[src/rtl/count_step_decoder_pkg.sv]
// Shared types for the counter step decoder: FSM states, delta classes and
// small helpers that map a step class onto the counter's UpDown/Inc encoding.
package count_step_pkg;

  typedef enum logic [1:0] {
    IDLE,
    ACQ,
    TRACK
  } state_t;

  typedef enum logic [2:0] {
    UP1,
    UP2,
    DN1,
    DN2,
    HOLD,
    INVALID
  } delta_class_t;

  function automatic logic is_step(input delta_class_t c);
    return (c == UP1) || (c == UP2) || (c == DN1) || (c == DN2);
  endfunction

  // UpDown encoding: 0 = up, 1 = down
  function automatic logic class_dir(input delta_class_t c);
    return (c == DN1) || (c == DN2);
  endfunction

  // Inc encoding: 0 = step of 1, 1 = step of 2
  function automatic logic class_inc(input delta_class_t c);
    return (c == UP2) || (c == DN2);
  endfunction

endpackage

[src/rtl/count_step_decoder_if.sv]
// Sample/result bundle between the counter datapath and the step decoder.
interface count_step_decoder_if #(
  parameter int N     = 4,
  parameter int CNT_W = 8
);
  logic             sample_en;
  logic [N-1:0]     count;
  logic             up_down;
  logic             inc;
  logic             step_valid;
  logic             hold;
  logic             err;
  logic             locked;
  logic [CNT_W-1:0] err_count;

  modport master (
    output sample_en, count,
    input  up_down, inc, step_valid, hold, err, locked, err_count
  );

  modport slave (
    input  sample_en, count,
    output up_down, inc, step_valid, hold, err, locked, err_count
  );
endinterface

[src/rtl/count_step_decoder_classify.sv]
// Combinational classifier: modular delta between the new and previous count
// mapped onto the +1/+2/-1/-2/hold/invalid step classes.
module count_delta_classify
  import count_step_pkg::*;
#(
  parameter int N = 4
) (
  input  logic [N-1:0] count,
  input  logic [N-1:0] prev,
  output delta_class_t cls
);

  localparam logic [N-1:0] D_UP1 = N'(1);
  localparam logic [N-1:0] D_UP2 = N'(2);
  localparam logic [N-1:0] D_DN1 = {N{1'b1}};
  localparam logic [N-1:0] D_DN2 = {{(N-1){1'b1}}, 1'b0};

  logic [N-1:0] delta;

  // Wrap-around falls out of the N-bit subtraction.
  assign delta = count - prev;

  always_comb begin
    cls = INVALID;
    if (delta == D_UP1)      cls = UP1;
    else if (delta == D_UP2) cls = UP2;
    else if (delta == D_DN1) cls = DN1;
    else if (delta == D_DN2) cls = DN2;
    else if (delta == '0)    cls = HOLD;
  end

endmodule

[src/rtl/count_step_decoder.sv]
// Recovers UpDown/Inc step commands from a sampled wrap-around counter,
// flags protocol violations and tracks lock.
module count_step_decoder
  import count_step_pkg::*;
#(
  parameter int N         = 4,
  parameter int ERR_LIMIT = 3,
  parameter int CNT_W     = 8
) (
  input logic                clk,
  input logic                reset,
  count_step_decoder_if.slave bus
);

  if (N < 3) begin : g_bad_n
    $error("count_step_decoder: N must be >= 3");
  end
  if (ERR_LIMIT < 1) begin : g_bad_limit
    $error("count_step_decoder: ERR_LIMIT must be >= 1");
  end

  localparam int RUN_W = $clog2(ERR_LIMIT + 1);
  localparam logic [RUN_W-1:0] RUN_LAST = RUN_W'(ERR_LIMIT - 1);

  state_t           state;
  logic [N-1:0]     prev;
  logic [RUN_W-1:0] err_run;
  logic [CNT_W-1:0] err_count_q;
  logic [CNT_W-1:0] err_count_nxt;
  logic             ud_q, inc_q, sv_q, hold_q, err_q, locked_q;
  delta_class_t     cls;

  count_delta_classify #(.N(N)) u_classify (
    .count (bus.count),
    .prev  (prev),
    .cls   (cls)
  );

  assign err_count_nxt = (err_count_q == '1) ? err_count_q : err_count_q + 1'b1;

  always_ff @(posedge clk or negedge reset) begin
    if (!reset) begin
      state       <= IDLE;
      prev        <= '0;
      err_run     <= '0;
      err_count_q <= '0;
      ud_q        <= 1'b0;
      inc_q       <= 1'b0;
      sv_q        <= 1'b0;
      hold_q      <= 1'b0;
      err_q       <= 1'b0;
      locked_q    <= 1'b0;
    end else begin
      sv_q   <= 1'b0;
      hold_q <= 1'b0;
      err_q  <= 1'b0;
      if (bus.sample_en) begin
        prev <= bus.count;
        unique case (state)
          IDLE: state <= ACQ;
          // ACQ and TRACK share step/hold handling; only the error run differs.
          ACQ, TRACK: begin
            if (is_step(cls)) begin
              sv_q     <= 1'b1;
              ud_q     <= class_dir(cls);
              inc_q    <= class_inc(cls);
              err_run  <= '0;
              state    <= TRACK;
              locked_q <= 1'b1;
            end else if (cls == HOLD) begin
              hold_q <= 1'b1;
            end else begin
              err_q       <= 1'b1;
              err_count_q <= err_count_nxt;
              if (state == TRACK) begin
                if (err_run == RUN_LAST) begin
                  err_run  <= '0;
                  state    <= ACQ;
                  locked_q <= 1'b0;
                end else begin
                  err_run <= err_run + 1'b1;
                end
              end
            end
          end
          default: begin
            state    <= IDLE;
            locked_q <= 1'b0;
          end
        endcase
      end
    end
  end

  assign bus.up_down    = ud_q;
  assign bus.inc        = inc_q;
  assign bus.step_valid = sv_q;
  assign bus.hold       = hold_q;
  assign bus.err        = err_q;
  assign bus.locked     = locked_q;
  assign bus.err_count  = err_count_q;

endmodule

[src/flat_wrapper.sv]
// flat-port wrapper written by rule: the top's interface ports become plain ports
module count_step_decoder_flat import count_step_pkg::*;
#(
  parameter int N         = 4,
  parameter int ERR_LIMIT = 3,
  parameter int CNT_W     = 8
)
  (clk, reset, bus_sample_en, bus_count, bus_up_down, bus_inc, bus_step_valid, bus_hold, bus_err, bus_locked, bus_err_count);
  count_step_decoder_if #(.N(N), .CNT_W(CNT_W)) bus_i ();
  input logic clk;
  input logic reset;
  input wire logic [$bits(bus_i.sample_en)-1:0] bus_sample_en;
  input wire logic [$bits(bus_i.count)-1:0] bus_count;
  output wire logic [$bits(bus_i.up_down)-1:0] bus_up_down;
  output wire logic [$bits(bus_i.inc)-1:0] bus_inc;
  output wire logic [$bits(bus_i.step_valid)-1:0] bus_step_valid;
  output wire logic [$bits(bus_i.hold)-1:0] bus_hold;
  output wire logic [$bits(bus_i.err)-1:0] bus_err;
  output wire logic [$bits(bus_i.locked)-1:0] bus_locked;
  output wire logic [$bits(bus_i.err_count)-1:0] bus_err_count;
  assign bus_i.sample_en = bus_sample_en;
  assign bus_i.count = bus_count;
  assign bus_up_down = bus_i.up_down;
  assign bus_inc = bus_i.inc;
  assign bus_step_valid = bus_i.step_valid;
  assign bus_hold = bus_i.hold;
  assign bus_err = bus_i.err;
  assign bus_locked = bus_i.locked;
  assign bus_err_count = bus_i.err_count;
  count_step_decoder #(.N(N), .ERR_LIMIT(ERR_LIMIT), .CNT_W(CNT_W)) u_core (.clk(clk), .reset(reset), .bus(bus_i));
endmodule
[config.mk]
export PLATFORM = sky130hd
export DESIGN_NAME = count_step_decoder_flat
export DESIGN_NICKNAME = d
export VERILOG_FILES = /design/src/rtl/count_step_decoder_pkg.sv /design/src/rtl/count_step_decoder_if.sv /design/src/rtl/count_step_decoder_classify.sv /design/src/rtl/count_step_decoder.sv /design/src/flat_wrapper.sv
export SDC_FILE = /design/constraint.sdc
export NUM_CORES = 1
export LEC_CHECK = 0
export ABC_AREA = 1
export CAP_MARGIN = 20
export CORE_UTILIZATION = 35
export CTS_CLUSTER_DIAMETER = 30
export DETAILED_ROUTE_END_ITERATION = 10
export DONT_BUFFER_PORTS = 1
export GPL_TIMING_DRIVEN = 0
export PLACE_DENSITY = 0.46
export REMOVE_ABC_BUFFERS = 1
export SLEW_MARGIN = 5
export SYNTH_ARGS = -nofsm -noshare
export SYNTH_HDL_FRONTEND = slang
export SYNTH_SLANG_ARGS = --single-unit
[constraint.sdc]
create_clock -name clk -period 4.1 [get_ports clk]
set_clock_uncertainty 0.05 [all_clocks]
set_input_delay 1.23 -clock clk [delete_from_list [all_inputs] [get_ports clk]]
set_output_delay 1.23 -clock clk [all_outputs]
set_load 0.03 [all_outputs]
==> flow_summary_export.csv <==
group,metric,value,unit
outcome,status,"completed",
run,max_cap_violations,0,
logic_synthesis,synth_top_flop_cell,"dfrtp_1",
placed_design,dp_cells,203,
timing,setup_ws,1045,ps
timing,report.final.slew_viol_count,0,
detailed_routing,drt-wirelength-per-cell,12.05,µm
setup_path,crit_chain,"inv_1 > ha_1 > inv_1 > fa_1 > xnor2_1 > nor2_1 > nand3_2 > nand2_2 > nor2_8 > nand2_4 > nand2_1 > o21ai_2",
clock_network,post_cts.repair.setup_buffers,0,
placed_design,place_congestion,0.7154,
floorplanning,dieWidth,64.51,µm
power_and_ir_drop,powerDensity,616.8,nW/µm²
detailed_routing,first_pass_iters,4,
detailed_routing,vias_per_cell,4.932,
clock_network,cts.sinks,22,
floorplanning,rows,22,
finish,antennaDiodeCount,0,
finish,finalNetCount,176,
timing,slew_headroom,72.95,%
logic_synthesis,yosysTopAreaCell,"dfrtp_1",
timing,max_freq,0.3274,GHz
floorplanning,die_area,4162,µm²
grt,grt_remaining_overflow,0,
setup_path,worstPathMaxFanout,11,
logic_synthesis,synth.yosys.seq_area_share,40.26,%
detailed_routing,initialDrtViolationCount,36,
clock_network,clock_latency,260,ps
setup_path,cp.required,4200,ps
floorplanning,dieHeight,64.51,µm
floorplanning,pin_count,21,
timing,tightestPinTransition,405.7,ps
finish,utilization,39.02,%
finish,drive_gt1_share,13.92,%
grt,antenna_found_initial,0,
setup_path,slowest_delay,490,ps
setup_path,cp-end-kind,"flop",
logic_synthesis,synth_area,1368,µm²
setup_path,path_class,"input port to flop",
logic_synthesis,ys_seq_elements,22,
setup_path,cp_slowest_cell,"fa_1",
logic_synthesis,async_reset_ff_share,100.0,%
logic_synthesis,ys.warnings.count,0,
clock_network,cts_hold_buf,0,
logic_synthesis,synth_edf_count,0,
logic_synthesis,yosysMostFrequentCell,"nand2_1",
timing,rsz0062_at_grt,"false",
timing,hold_violations,0,
placed_design,port_buffers,0,
grt,grt_util_all_layers,13.79,%
detailed_routing,drc,0,
timing,fin_crit,3055,ps
power_and_ir_drop,power.leakage,0.7248,nW
power_and_ir_drop,ir_drop,0.2342,mV
clock_network,cts_made_buffers,3,
logic_synthesis,synth_top_area_share,40.26,%
logic_synthesis,netlist_instances,157,
detailed_routing,routed_wl,2.482,mm
logic_synthesis,synth_common_cells,"nand2_1 (40), dfrtp_1 (22), inv_1 (16)",
timing,min_period_over_period,74.51,%
clock_network,cts_buffer_depth,2,
finish,area_growth_syn_to_layout,6.038,%
timing,tns,0,ps
setup_path,start_kind,"input port",
logic_synthesis,netlist_top_cells_area,"dfrtp_1 (40%), nand2_1 (11%), ha_1 (7.3%), nand3_1 (5.5%), inv_1 (4.4%)",
grt,grt_pass1_vias,1037,
placed_design,place_ws,754.1,ps
detailed_routing,antenna_left,0,
logic_synthesis,syn_area_per_cell,8.711,µm²
clock_network,cts_max_level,1,
clock_network,clkTransAtPathRegs,80,ps
setup_path,cp.arrival,3150,ps
setup_path,cpMostUsedCell,"inv_1",
clock_network,tritoncts,"done",
worst_hold_path,hold_class,"flop to flop",
clock_network,cts_resized,0,
detailed_routing,num_vias,1016,
grt,grt_max_degree,23,
placed_design,dp_hpwl,1.907,mm
clock_network,root_buffer,"clkbuf_8",
logic_synthesis,synth.distinct_cells,28,
floorplanning,core,3716,µm²
floorplanning,start_util,36.80,%
timing,finalSetupViolCount,0,
grt,grt_pass1_wl,4.436,mm
finish,fin_cells,206,
final timing paths:
path	start	cells after the start	slack, ps	endpoint
setup reg to reg	u_core.prev[0]$_DFFE_PN0P_	11	1670	u_core.bus.err_count[2]$_DFFE_PN0P_
max in group asynchronous	reset	0	3320	u_core.prev[0]$_DFFE_PN0P_
hold / removal	u_core.err_run[0]$_DFFE_PN0P_	2	480	u_core.err_run[1]$_DFFE_PN0P_
min in group asynchronous	reset	0	610	u_core.bus.err_count[0]$_DFFE_PN0P_
setup / recovery	bus_count[0]	12	1050	u_core.bus.err_count[2]$_DFFE_PN0P_
hold reg to reg	u_core.err_run[0]$_DFFE_PN0P_	2	480	u_core.err_run[1]$_DFFE_PN0P_
per-stage QoR:
step | area (µm²) | hold WS (ps) | total power, mW
4_1_cts | 1450 | 483.8 | 0.9059
3_3_place_gp | 1409 | 462.5 | 0.7569
6_report | 1450 | 480.6 | 0.8945
3_5_place_dp | 1409 | 473.7 | 0.7677
2_1_floorplan | 1349 | 441.2 | 0.6968
5_1_grt | 1450 | 512.1 | 0.9725
report_power, final:
group / internal [mW] / switching (mW)
clock network: 0.0655 / 0.0681
registers: 0.276 / 0.133
logic: 0.135 / 0.217
total: 0.476 / 0.418
kinds of logic (layout without fill, tap and decap cells):
group,Yosys count,count (layout),synth area share [%]
AND/OR/NAND/NOR,80,80,30.56
buffers and inverters,20,21,6.313
AO/OA/AOI/OAI,16,16,7.137
adder cells (fa/ha/maj),9,9,8.784
flip-flops,22,22,40.26
XOR/XNOR,10,10,6.954
layout by cell type (no fill, tap or decap):
| master | n |
|---|---|
| a21oi_2 | 1 |
| a21oi_1 | 5 |
| o21ai_0 | 4 |
| clkbuf_8 | 3 |
| o21ai_2 | 3 |
| nand3_1 | 15 |
| xnor2_2 | 1 |
| xnor2_1 | 3 |
| nand2_1 | 40 |
| o21ai_1 | 2 |
| nand2_4 | 4 |
| nand2_2 | 3 |
| nor2_1 | 8 |
| xor2_1 | 6 |
| o211ai_1 | 1 |
| nand4_1 | 2 |
| dfrtp_1 | 22 |
| nor2_8 | 1 |
| nand3b_1 | 1 |
| fa_1 | 1 |
| nor3_1 | 1 |
| nand3_4 | 1 |
| inv_2 | 2 |
| nor4_1 | 1 |
| ha_1 | 8 |
| inv_1 | 16 |
| nand3_2 | 3 |
metal layers:
layer  track usage, %  wire (µm)  vias up  share of wire [%]
met2            25.66       1248       16                 50
met4            5.833         23        0               0.93
met5                0          0        -                  0
met3            2.641         88        2                3.5
li1                 -          -      507                  -
met1            15.08       1122      491                 45
sequential cells by signal (all words and copies together), names as in the netlist, 2 cells and up:
register / count
u_core.bus.err_count: 8
u_core.prev: 4
u_core.err_run: 2
u_core.state: 2
layout make-up:
type	instances	area (µm²)
fill	396	2266
multi-input combinational	115	730.7
sequential	22	550.5
tap	48	60.06
inverter	18	67.56
clock buffer	3	41.29
worst max-delay path: cells and delay by family:
kind / cells / cell delay, ps
adder cells (fa/ha/maj): 2 / 670
XOR/XNOR: 1 / 340
buffers and inverters: 2 / 120
AO/OA/AOI/OAI: 1 / 70
AND/OR/NAND/NOR: 6 / 720
Power figures use the tool's default switching activity.
